<file path="config.mk">
export PLATFORM = sky130hd
export DESIGN_NAME = store_buffer
export DESIGN_NICKNAME = d
export VERILOG_FILES = /design/src/rtl/riscv_pkg.sv /design/src/rtl/sb_overlap.sv /design/src/rtl/store_buffer.sv
export SDC_FILE = /design/constraint.sdc
export NUM_CORES = 1
export LEC_CHECK = 0
export CAP_MARGIN = 20
export CORE_ASPECT_RATIO = 0.7
export CORE_MARGIN = 2
export CORE_UTILIZATION = 50
export DETAILED_ROUTE_END_ITERATION = 12
export PLACE_DENSITY = 0.78
export SLEW_MARGIN = 10
export SYNTH_ARGS = -nofsm -noshare
export SYNTH_HDL_FRONTEND = slang
export SYNTH_HIERARCHICAL = 1
export SYNTH_SLANG_ARGS = --single-unit
</file>
<file path="constraint.sdc">
create_clock -name clk -period 6.3 [get_ports clk]
set_clock_uncertainty 0.1 [all_clocks]
set_input_delay 0.945 -clock clk [delete_from_list [all_inputs] [get_ports clk]]
set_output_delay 0.945 -clock clk [all_outputs]
set_load 0.01 [all_outputs]
</file>
<file path="src/rtl/riscv_pkg.sv">
// Shared memory-access encodings and the type-to-size helper.
`default_nettype none

package riscv_pkg;

  localparam logic [2:0] DM_B  = 3'b000;
  localparam logic [2:0] DM_H  = 3'b001;
  localparam logic [2:0] DM_W  = 3'b010;
  localparam logic [2:0] DM_BU = 3'b100;
  localparam logic [2:0] DM_HU = 3'b101;
  localparam logic [2:0] DM_WU = 3'b110;

  // Unknown encodings are treated as a full word so overlap checks stay conservative.
  function automatic logic [2:0] dm_size(input logic [2:0] t);
    case (t)
      DM_B, DM_BU: dm_size = 3'd1;
      DM_H, DM_HU: dm_size = 3'd2;
      default:     dm_size = 3'd4;
    endcase
  endfunction

endpackage

`default_nettype wire

</file>
<file path="src/rtl/sb_overlap.sv">
// Combinational byte-range overlap test between two (addr, type) accesses.
`default_nettype none

module sb_overlap
  import riscv_pkg::*;
(
  input  logic [31:0] a_addr_i,
  input  logic [2:0]  a_type_i,
  input  logic [31:0] b_addr_i,
  input  logic [2:0]  b_type_i,
  output logic        overlap_o
);

  logic [32:0] w_a_start, w_a_end, w_b_start, w_b_end;

  // 33-bit range ends keep accesses near the top of memory from wrapping to 0.
  assign w_a_start = {1'b0, a_addr_i};
  assign w_b_start = {1'b0, b_addr_i};
  assign w_a_end   = w_a_start + 33'(dm_size(a_type_i)) - 33'd1;
  assign w_b_end   = w_b_start + 33'(dm_size(b_type_i)) - 33'd1;

  assign overlap_o = (w_a_start <= w_b_end) && (w_b_start <= w_a_end);

endmodule

`default_nettype wire

</file>
<file path="src/rtl/store_buffer.sv">
// In-order store buffer: queues committed stores, drains one per cycle to data
// memory, and stalls loads that overlap any pending or incoming store.
`default_nettype none

module store_buffer
  import riscv_pkg::*;
#(
  parameter int DEPTH = 4,
  parameter int PTR_W = 2
) (
  input  logic             clk,
  input  logic             rst,
  input  logic             st_valid,
  output logic             st_ready,
  input  logic [2:0]       st_type,
  input  logic [31:0]      st_addr,
  input  logic [31:0]      st_data,
  input  logic             ld_valid,
  input  logic [2:0]       ld_type,
  input  logic [31:0]      ld_addr,
  output logic             ld_stall,
  input  logic             drain_en,
  output logic             MemWrite,
  output logic [2:0]       DMType,
  output logic [31:0]      Address,
  output logic [31:0]      Write_data,
  output logic             empty,
  output logic [PTR_W:0]   count
);

  localparam logic [PTR_W:0] FULL_CNT = (PTR_W+1)'(DEPTH);

  logic [2:0]       type_q [DEPTH];
  logic [31:0]      addr_q [DEPTH];
  logic [31:0]      data_q [DEPTH];
  logic [PTR_W-1:0] head_q, head_d;
  logic [PTR_W-1:0] tail_q, tail_d;
  logic [PTR_W:0]   count_q, count_d;

  logic             w_push, w_pop, w_st_type_ok;
  logic [DEPTH-1:0] w_entry_valid, w_entry_ovl;
  logic             w_in_ovl;

  assign empty    = (count_q == '0);
  assign st_ready = (count_q != FULL_CNT);
  assign count    = count_q;

  assign w_st_type_ok = (st_type == DM_B) || (st_type == DM_H) || (st_type == DM_W);
  assign w_push       = st_valid && st_ready && w_st_type_ok;
  assign w_pop        = MemWrite;

  assign MemWrite   = !empty && drain_en;
  assign DMType     = empty ? 3'd0  : type_q[head_q];
  assign Address    = empty ? 32'd0 : addr_q[head_q];
  assign Write_data = empty ? 32'd0 : data_q[head_q];

  always_comb begin
    head_d  = head_q;
    tail_d  = tail_q;
    count_d = count_q;
    if (w_push) tail_d = tail_q + PTR_W'(1);
    if (w_pop)  head_d = head_q + PTR_W'(1);
    case ({w_push, w_pop})
      2'b10:   count_d = count_q + (PTR_W+1)'(1);
      2'b01:   count_d = count_q - (PTR_W+1)'(1);
      default: count_d = count_q;
    endcase
  end

  always_ff @(posedge clk or posedge rst) begin
    if (rst) begin
      head_q  <= '0;
      tail_q  <= '0;
      count_q <= '0;
    end else begin
      head_q  <= head_d;
      tail_q  <= tail_d;
      count_q <= count_d;
    end
  end

  // Entry payload needs no reset: occupancy is tracked solely by count_q.
  always_ff @(posedge clk) begin
    if (w_push) begin
      type_q[tail_q] <= st_type;
      addr_q[tail_q] <= st_addr;
      data_q[tail_q] <= st_data;
    end
  end

  generate
    for (genvar i = 0; i < DEPTH; i++) begin : g_entry
      logic [PTR_W-1:0] w_offset;
      assign w_offset         = PTR_W'(i) - head_q;
      assign w_entry_valid[i] = ({1'b0, w_offset} < count_q);

      sb_overlap u_ovl (
        .a_addr_i  (addr_q[i]),
        .a_type_i  (type_q[i]),
        .b_addr_i  (ld_addr),
        .b_type_i  (ld_type),
        .overlap_o (w_entry_ovl[i])
      );
    end
  endgenerate

  sb_overlap u_ovl_in (
    .a_addr_i  (st_addr),
    .a_type_i  (st_type),
    .b_addr_i  (ld_addr),
    .b_type_i  (ld_type),
    .overlap_o (w_in_ovl)
  );

  assign ld_stall = ld_valid && ((|(w_entry_ovl & w_entry_valid)) || (w_push && w_in_ovl));

endmodule

`default_nettype wire

</file>
# Word-level counts from Yosys, hierarchy flattened
# Memories as Yosys holds them, arrays and structs flattened.
# Index checks and enable logic that the tools add are counted.
# word_totals
regBits	7
ram_bits	268
inputBits	107
output_inout_bits	74
wordCells	110
n_memories	3
# classes
n_addsub	20
n_lt_le_gt_ge	14
n_eq_ne	22
muxes	12
bitwise	1
reduce_logical	35
# memory_table
memory	depth	width	read_ports	rd_ports_with_merged_regs	wr	line	text
addr_q	4	32	5	0	1	store_buffer.sv:34	logic [31:0] addr_q [DEPTH];
data_q	4	32	1	0	1	store_buffer.sv:35	logic [31:0] data_q [DEPTH];
type_q	4	3	5	0	1	store_buffer.sv:33	logic [2:0] type_q [DEPTH];
# ops
cell	n
32-bit by 33-bit <= comparator with 1-bit output	10
32-bit by 3-bit adder with 33-bit output	6
33-bit by 1-bit subtractor with 33-bit output, second input constant	6
32-bit 2-to-1 mux	2
3-bit case mux with 2 select lines	7
3-bit equality test, second input constant	12
2-bit OR reduction	12
3-bit logical NOT	7
3-bit by 1-bit equality test with 1-bit output, second input constant	6
2-bit by 3-bit less-than comparator with 1-bit output	4
1-bit logical AND	10
2-bit by 1-bit adder with 2-bit output, second input constant	2
4-bit AND	1
4-bit OR reduction	1
1-bit by 2-bit subtractor with 2-bit output, first input constant	2
2-bit subtractor, first input constant	2
3-bit by 1-bit adder with 3-bit output, second input constant	1
3-bit by 2-bit equality test with 1-bit output, second input constant	1
1-bit logical OR	3
3-bit 2-to-1 mux	1
3-bit != test, second input constant	1
3-bit by 1-bit subtractor with 3-bit output, second input constant	1
2-bit by 1-bit equality test with 1-bit output, second input constant	1
2-bit equality test, second input constant	1
other kinds (3)	4

# Longest topological paths before layout
# Gate-level depths: netlist of the first run.
# An unclocked memory read counts as a cell.
# logic_depth
ltp_word	12
depth_mapped	27
depth_no_buf	27

# Cells and area by module
# Netlist of the first run, hierarchy kept.
# modules_own_cells
mod	n_inst	cells_per_inst	area_per_inst_um2	seq_area_each_um2
sb_overlap (g_entry[0].u_ovl ...)	3	670	5007.3	0.0
store_buffer	1	487	10660.2	8222.9
sb_overlap (u_ovl_in)	1	693	4962.3	0.0
sb_overlap (g_entry[1].u_ovl)	1	679	4898.4	0.0

# Worst setup path before layout of the first run
# OpenSTA, ideal clock, no wires.
# synth_path
kind	input to output
startpoint	in ld_type[1]
endpoint	out ld_stall
t_arrival_ns	5.210
required_ns	5.255
setup_slack_ns	0.045
stages	27
n_path_buf	0
cell_sequence	inv_1 > nand2_1 > ha_1 > inv_1 > ha_1 > fa_1 > a211oi_1 > o211ai_1 > nand2_1 > o31ai_2 > a211oi_2 > o21ai_2 > a21o_1 > a21oi_1 > xor2_1 > ha_1 > nand2_1 > or3_1 > nor2_1 > nand2_1 > nor3_1 > nand2_1 > o211ai_1 > a31oi_1 > a2bb2oi_1 > a22oi_2 > a41oi_1
# synth_between
word_cells_on_any_way	24
classes_between	add/sub: 2; order compare: 5; eq/ne: 3; mux: 1; bitwise: 1; reduce/logical: 12
# synth_rtl
element	line	text
start, declared	store_buffer.sv:19	input logic [2:0] ld_type,
3-bit by 1-bit equality test with 1-bit output (tied with other cells)	riscv_pkg.sv:15	case (t)
2-bit OR reduction	riscv_pkg.sv:15	
3-bit case mux with 2 select lines (*)	riscv_pkg.sv:15	
32-bit by 3-bit adder with 33-bit output (*)	sb_overlap.sv:20	assign w_b_end = w_b_start + 33'(dm_size(b_type_i)) - 33'd1;
33-bit by 1-bit subtractor with 33-bit output (*)	sb_overlap.sv:20	
32-bit by 33-bit <= comparator with 1-bit output (*)	sb_overlap.sv:22	assign overlap_o = (w_a_start <= w_b_end) && (w_b_start <= w_a_end);
1-bit logical AND (*)	sb_overlap.sv:22	
named net w_in_ovl	store_buffer.sv:42	logic w_in_ovl;
1-bit logical AND (*)	store_buffer.sv:115	assign ld_stall = ld_valid && ((|(w_entry_ovl & w_entry_valid)) || (w_push && w_in_ovl));
1-bit logical OR (*)	store_buffer.sv:115	
1-bit logical AND (*)	store_buffer.sv:115	
end, declared	store_buffer.sv:21	output logic ld_stall,
# The timed path passes the listed nets; every way through them passes the cells marked *.

# Worst setup path in the final report of the first run
# layout_path
startpoint	in ld_addr[6]
endpoint	out ld_stall
# layout_between
word_cells_on_any_way	22
classes_between	add/sub: 2; order compare: 10; bitwise: 1; reduce/logical: 9
# layout_rtl
element	line	text
start, declared	store_buffer.sv:20	input logic [31:0] ld_addr,
32-bit by 3-bit adder with 33-bit output	sb_overlap.sv:20	
33-bit by 1-bit subtractor with 33-bit output	sb_overlap.sv:20	
32-bit by 33-bit <= comparator with 1-bit output	sb_overlap.sv:22	
1-bit logical AND (*)	sb_overlap.sv:22	
named net w_in_ovl	store_buffer.sv:42	
1-bit logical AND (*)	store_buffer.sv:115	
1-bit logical OR (*)	store_buffer.sv:115	
1-bit logical AND (*)	store_buffer.sv:115	
# Marked as above.

==> results.py, run 1 <==
metrics = {
    "die": {
        "initial_core_util_pct": 50.68,
        "core_um2": 70130,
        "fp.dieH_um": 227.1,
        "num_rows": 81,
        "ios": 181,
        "die_w_um": 322.7,
        "dieArea_um2": 73270,
    },
    "synthesis": {
        "yosysWarnings": 6,
        "syn_area_um2": 35540,
        "ys_seq_area_share_pct": 23.14,
        "synth-edff-count": 268,
        "netlist_instances": 3869,
        "ys.flop_type": "edfxtp_1",
        "avgSynthCellArea_um2": 9.187,
        "ys_seq_elements": 275,
        "async_reset_ff_share_pct": 2.545,
        "yosysUniqueCellTypes": 103,
        "synth_nets": 4656,
    },
    "layout": {
        "final_nets": 5662,
        "areaGrowthSynthToFinish_pct": 31.88,
        "antennaDiodeCount": 0,
        "layout.cells.most_common": "buf_4",
        "stdcell_area_um2": 46870,
        "mostFrequentLayoutCells": "buf_4, ha_1, inv_1",
        "drive_gt1_share_pct": 25.55,
    },
    "grt": {
        "grt_max_degree": 70,
        "antenna_found_initial": 1,
        "grt_overflow_total": 0,
        "grt_pass1_wl_mm": 184.9,
        "grt_usage_pct": 32.61,
        "grt_pass1_vias": 33540,
    },
    "clock_network": {
        "clockBufferDepth": 3,
        "cts_buffers": 28,
        "hold_buffers": 0,
        "cts_tree": "built",
        "cts.clk_slew.worst_paths_ns": 0.07,
        "htreeDepth": 1,
        "cts_sinks": 275,
        "clockRootBuffer": "clkbuf_16",
        "insertion_delay_ns": 0.58,
    },
    "critical_path": {
        "crit_fanout": 6,
        "arrival_ns": 5.82,
        "regToRegStartpoint": "count[2]",
        "rr_endpoint": "addr_q[3][4]",
        "max_stage_delay_ns": 0.46,
        "worst_path_most_repeated_cell": "a21o_1",
        "crit_type": "in -> out",
        "timing.reg2reg.setup_slack_ns": 3.27,
        "cp_data_required_time_ns": 5.25,
        "endpoint_kind": "output pin",
        "worst_setup_path_start_kind": "input port",
        "crit_slowest_cell": "clkdlybuf4s50_1",
        "reg2regPathDepth": 4,
    },
    "pwr": {
        "finalPower_mw": 10.78,
        "vdd_drop_max_v": 0.0001926,
        "p_leak_nw": 22.20,
        "powerDensity_nw_per_um2": 229.9,
    },
    "sta": {
        "slew_viol_final": 0,
        "rsz0062_at_grt": "yes",
        "setup_viol": 1,
        "min_period_ns": 6.865,
        "max_slew_margin_pct": 31.59,
        "setup_ws_ns": -0.5652,
        "fmaxAchievable_ghz": 0.1457,
        "hold_violations": 0,
        "finalCritPeriodShare_pct": 109.0,
        "worst_slew_pin_slew_ns": 1.026,
        "worst_hold_slack_ns": 0.4792,
    },
    "placed_design": {
        "hpwlAfterDp_mm": 100.7,
        "placed_cell_area_um2": 44560,
        "gp_routability_congestion": 1.010,
        "port_buffers": 179,
    },
    "drt": {
        "dr.pass1.iters": 6,
        "post_drt_wl_per_cell_um": 21.34,
        "routed.top_layer": "met4",
        "wl_met1_mm": 52.22,
        "vias": 35140,
        "drc_errors": 0,
        "ant_nets": 0,
        "drt_iter0_drc": 3756,
        "wl_met3_mm": 15.41,
        "vias_per_cell": 6.006,
        "wl_met2_mm": 52.45,
        "routed_wl_mm": 124.8,
    },
    "worst_hold_path": {
        "hold_class": "in -> async",
    },
    "status": {
        "violations": "setup timing",
        "outcome": "finished with violations",
    },
    "job": {
        "drv_cap": 0,
    },
}
## registers in the layout, summed over array words and instances (netlist names)
signal	flops
head_q	2
data_q	128
tail_q	2
count	3
type_q	12
addr_q	128
## where the power goes
part           switching (mW)  internal (mW)
clock network           0.738          0.944
registers               0.232           2.19
logic                    3.37           3.30
## synthesized netlist by cell type, types with 13 or more instances
master     instances  area (um^2)
a2111oi_0         20        175.2
a211o_1           13        113.9
a211oi_1          38        285.3
a211oi_2          17        212.7
a21o_1           195         1464
a21oi_1          340         1702
a21oi_2           18        157.7
a311oi_1          13        113.9
a31oi_1           14        87.58
and2_1            77        481.7
and3_1            28        175.2
clkbuf_1          31        116.4
edfxtp_1         268         8048
ha_1             669         8371
inv_1            497         1866
mux4_2            67         1509
nand2_1          189        709.4
nand2b_1          41        256.5
nand3_1           68        340.3
nand4_1           91        569.3
nor2_1           181        679.4
nor2b_1           29        181.4
nor3_1            39        195.2
nor4_1            26        162.7
o211ai_1          26        195.2
o21a_1            34        255.2
o21ai_0          155        775.7
o21ai_1           22        110.1
o21bai_1          67        503.0
o31ai_1           15        112.6
or2_2             24        150.1
or3_1             13        81.33
xnor2_1          136         1191
xor2_1           130         1139
## per-stage QoR
stage                     instances  TNS, ns  setup slack (ns)  utilization, %
after floorplan                3869        0           0.04515               -
after global placement         5736   -1.754            -1.754           63.54
after detailed placement       5736   -1.803            -1.803           63.54
after CTS                      5830  -0.3928           -0.3928           65.99
after global routing           5850  -0.7805           -0.7805           66.83
final                          5850  -0.5652           -0.5652           66.83
## cell families after synthesis
family	count (synthesis)	synth area share (%)
AOI/OAI and AO/OA	1151	22.86
and+or+nand+nor	877	12.94
adders and majority gates	680	24.17
buffers and inverters	542	5.777
DFF	275	23.14
xor gates and xnor gates	266	6.555
muxes	78	4.559
## worst max-delay path: cells and delay by family
kind	cells	cell delay [ns]
AO/OA/AOI/OAI	12	2.06
XOR/XNOR	1	0.09
AND/OR/NAND/NOR	7	1.35
adder cells (fa/ha/maj)	2	0.56
buffers and inverters	3	0.81
## how the worst max path moves through the flow
stage	from	end	cells after the start	slack, ns
floorplan	ld_type[1]	ld_stall	27	0.05
detailed placement	ld_type[0]	ld_stall	26	-1.80
CTS	ld_type[1]	ld_stall	30	-0.39
global route	type_q[0][1]	ld_stall	24	-0.78
finish	ld_addr[6]	ld_stall	25	-0.57
global placement	ld_type[0]	ld_stall	26	-1.75
## per-layer routing
metal,vias up,track usage (%)
met2,1734,49.33
met1,16710,45.86
met4,0,11.54
met5,-,0
met3,249,7.143
li1,16450,-
## what timing repair did
action / in CTS / in global routing
setup endpoints to repair: 1 / 1
buffers inserted: 44 / 19
gates resized for setup: 188 / 87
cloned: 0 / 2
pin swaps: 134 / 98
## layout make-up
type                            instances  area (um^2)
Inverter                              500         1882
Multi-Input combinational cell       3052        26120
Timing Repair Buffer                 1018         8532
Sequential cell                       275         8228
Clock buffer                           33        719.4
Clock inverter                         18        197.7
Fill cell                            5421        23260
Tap cell                              954         1194
Power figures use the tool's default switching activity.
==> run 2, diff against run 1 <==
--- a/config.mk
+++ b/config.mk
@@ -10,6 +10,7 @@
 export CORE_MARGIN = 2
 export CORE_UTILIZATION = 50
 export DETAILED_ROUTE_END_ITERATION = 12
+export GPL_TIMING_DRIVEN = 0
 export PLACE_DENSITY = 0.78
 export SLEW_MARGIN = 10
 export SYNTH_ARGS = -nofsm -noshare
==> run 2 against run 1 <==
Compared with the run above: the run still ends with setup timing left; worst setup slack got worse by 0.026 ns; utilization down 9.0 points; total power shrank 9.0%; final cell count decreased by 13%; die area is the same; register-to-register slack improved by 0.46 ns; via count fell by 11%; flip-flop and latch count did not move; routed wire length decreased by 16%; critical path type unchanged; highest routed layer unchanged.
==> results.py, run 2 (synthesized netlist as in run 1, its figures left out) <==
metrics = {
    "sta": {
        "slew_viol_final": 0,
        "fmaxAchievable_ghz": 0.1451,
        "setup_viol": 1,
        "max_slew_margin_pct": 21.50,
        "min_period_ns": 6.892,
        "setup_tns_ns": -0.5917,
        "finalCritPeriodShare_pct": 109.4,
        "rsz0062_at_grt": "yes",
        "hold_violations": 0,
        "setup_ws_ns": -0.5917,
        "worst_slew_pin_slew_ns": 1.174,
    },
    "pwr": {
        "powerDensity_nw_per_um2": 241.9,
        "sw_frac_of_total_pct": 40.85,
        "p_switching_mw": 4.007,
        "pwr-share-comb_pct": 60.0,
        "pwr-share-seq_pct": 23.7,
        "p_int_mw": 5.802,
        "p_leak_nw": 18.39,
        "clkPwrFrac_pct": 16.3,
        "vdd_drop_max_v": 0.0002148,
    },
    "die": {
        "die_w_um": 322.7,
        "num_rows": 81,
        "fp.dieH_um": 227.1,
        "core_um2": 70130,
        "initial_core_util_pct": 50.68,
        "dieArea_um2": 73270,
        "ios": 181,
    },
    "critical_path": {
        "critPathTopFamily": "compound AO/OA/AOI/OAI gates",
        "worst_path_most_repeated_cell": "a211oi_2",
        "rr_endpoint": "count[2]",
        "path_buf_inv": 5,
        "crit_slowest_cell": "fa_2",
        "crit_fanout": 5,
        "crit_end": "ld_stall",
        "endpoint_kind": "output pin",
        "worstSetupPathDepth": 26,
        "worst_setup_path_start_kind": "input port",
        "cp_data_required_time_ns": 5.25,
        "timing.reg2reg.setup_slack_ns": 3.73,
        "reg2regPathDepth": 8,
        "startpoint": "ld_type[1]",
        "regToRegStartpoint": "count[0]",
        "arrival_ns": 5.85,
        "crit_type": "in -> out",
        "max_stage_delay_ns": 0.38,
    },
    "grt": {
        "grt_pass1_wl_mm": 159.9,
        "grt_usage_pct": 27.87,
        "grt_pass1_vias": 29460,
        "antenna_found_initial": 1,
        "grt_overflow_total": 0,
        "grt_max_degree": 57,
    },
    "drt": {
        "drc_errors": 0,
        "post_drt_wl_per_cell_um": 20.49,
        "drt_iter0_drc": 2716,
        "dr.pass1.iters": 6,
        "ant_nets": 0,
        "vias": 31220,
        "vias_per_cell": 6.113,
        "routed_wl_mm": 104.7,
    },
    "placed_design": {
        "post-place-ws_ns": -2.802,
        "port_buffers": 179,
        "hpwlAfterDp_mm": 84.86,
        "placed_cell_area_um2": 38640,
        "dp_cells": 5007,
        "gp_routability_congestion": 0.9868,
    },
    "clock_network": {
        "cts_sinks": 275,
        "clockBufferDepth": 3,
        "cts.clk_slew.worst_paths_ns": 0.06,
        "cts_buffers": 28,
        "insertion_delay_ns": 0.58,
        "cts_tree": "built",
        "clockRootBuffer": "clkbuf_16",
        "htreeDepth": 1,
    },
    "layout": {
        "stdcell_area_um2": 40560,
        "layout.cells.most_common": "ha_1",
        "areaGrowthSynthToFinish_pct": 14.10,
        "drive_gt1_share_pct": 11.63,
        "largestRegisters": "addr_q x128, data_q x128, type_q x12",
        "fin_cells": 5108,
        "mostFrequentLayoutCells": "ha_1, inv_1, a21oi_1",
        "final_nets": 4917,
    },
    "worst_hold_path": {
        "hold_class": "in -> async",
    },
    "job": {
        "drv_cap": 0,
    },
    "status": {
        "outcome": "finished with violations",
        "violations": "setup timing",
    },
}
[run 2: changes by cell type in the layout (fill, tap and decap cells not counted), moves of 6 or more]
cell | before | now
dlygate4sd2_1 | 11 | 18
a21oi_2 | 39 | 22
buf_4 | 802 | 58
clkbuf_1 | 5 | 38
clkinv_2 | 3 | 9
buf_6 | 7 | 1
a21oi_1 | 317 | 335
o21ai_0 | 126 | 142
o21ai_1 | 44 | 30
buf_12 | 33 | 4
clkdlybuf4s50_1 | 155 | 124
buf_2 | 3 | 18
[run 2: worst register-to-register path, stage by stage, from the launching register on]
cell,delay [ns]
dfrtp_1,0.47
or3_2,0.68
and2_1,0.32
ha_1,0.27
inv_1,0.08
fa_1,0.18
xor2_1,0.15
nor2_1,0.06
xor2_1,0.14
[run 2: area by class of cell]
| class | count | area, um^2 |
|---|---|---|
| diodes | 2 | 5.005 |
| well taps | 954 | 1194 |
| repair buffers | 231 | 2190 |
| plain buffers | 42 | 176.4 |
| inverters | 500 | 1892 |
| multi-input cells | 3052 | 26000 |
| flip-flops and latches | 275 | 8223 |
| fillers | 6169 | 29580 |
| clock inverters | 17 | 145.1 |
| clock buffers | 35 | 726.9 |
[run 2: worst min path at each step]
stage | start | endpoint | slack [ns] | cells after the start
after floorplan | count[2] | count[2] | 0.48 | 1
after global placement | count[2] | count[2] | 0.49 | 1
after detailed placement | count[2] | count[2] | 0.51 | 1
after CTS | rst | tail_q[0] | 0.53 | 2
after global routing | rst | head_q[1] | 0.53 | 2
final | rst | tail_q[0] | 0.54 | 2
[run 2: routing by layer]
layer / vias up / share of wire [%] / GRT usage, %
met5: - / 0 / 0
li1: 14980 / - / -
met1: 15030 / 46 / 41.04
met2: 1072 / 42 / 42.55
met4: 0 / 2.9 / 7.787
met3: 143 / 9.3 / 3.932
[run 2: through the flow]
step / util (%) / power, mW / hold WS (ns)
floorplan: - / 6.037 / 0.4783
global placement: 54.94 / 7.799 / 0.4858
detailed placement: 55.09 / 7.939 / 0.5133
CTS: 57.58 / 9.738 / 0.5266
global route: 57.82 / 10.44 / 0.5302
finish: 57.83 / 9.809 / 0.5364
[run 2: power groups by stage]
stage          logic (mW)  clock network, mW  registers (mW)
6_report             5.89               1.60            2.32
5_1_grt              6.43               1.67            2.34
4_1_cts              5.81               1.61            2.32
3_5_place_dp         5.58                  0            2.35
3_3_place_gp         5.44                  0            2.36
2_1_floorplan        3.74                  0            2.30
[run 2: repair_timing]
| action | CTS | global route |
|---|---|---|
| gates cloned | 0 | 1 |
| buffers inserted | 40 | 6 |
| hold endpoints to repair | 0 | 0 |
| pin swaps | 118 | 26 |
| setup endpoints to repair | 1 | 1 |
| hold buffers | 0 | 0 |
| gates resized for setup | 355 | 34 |
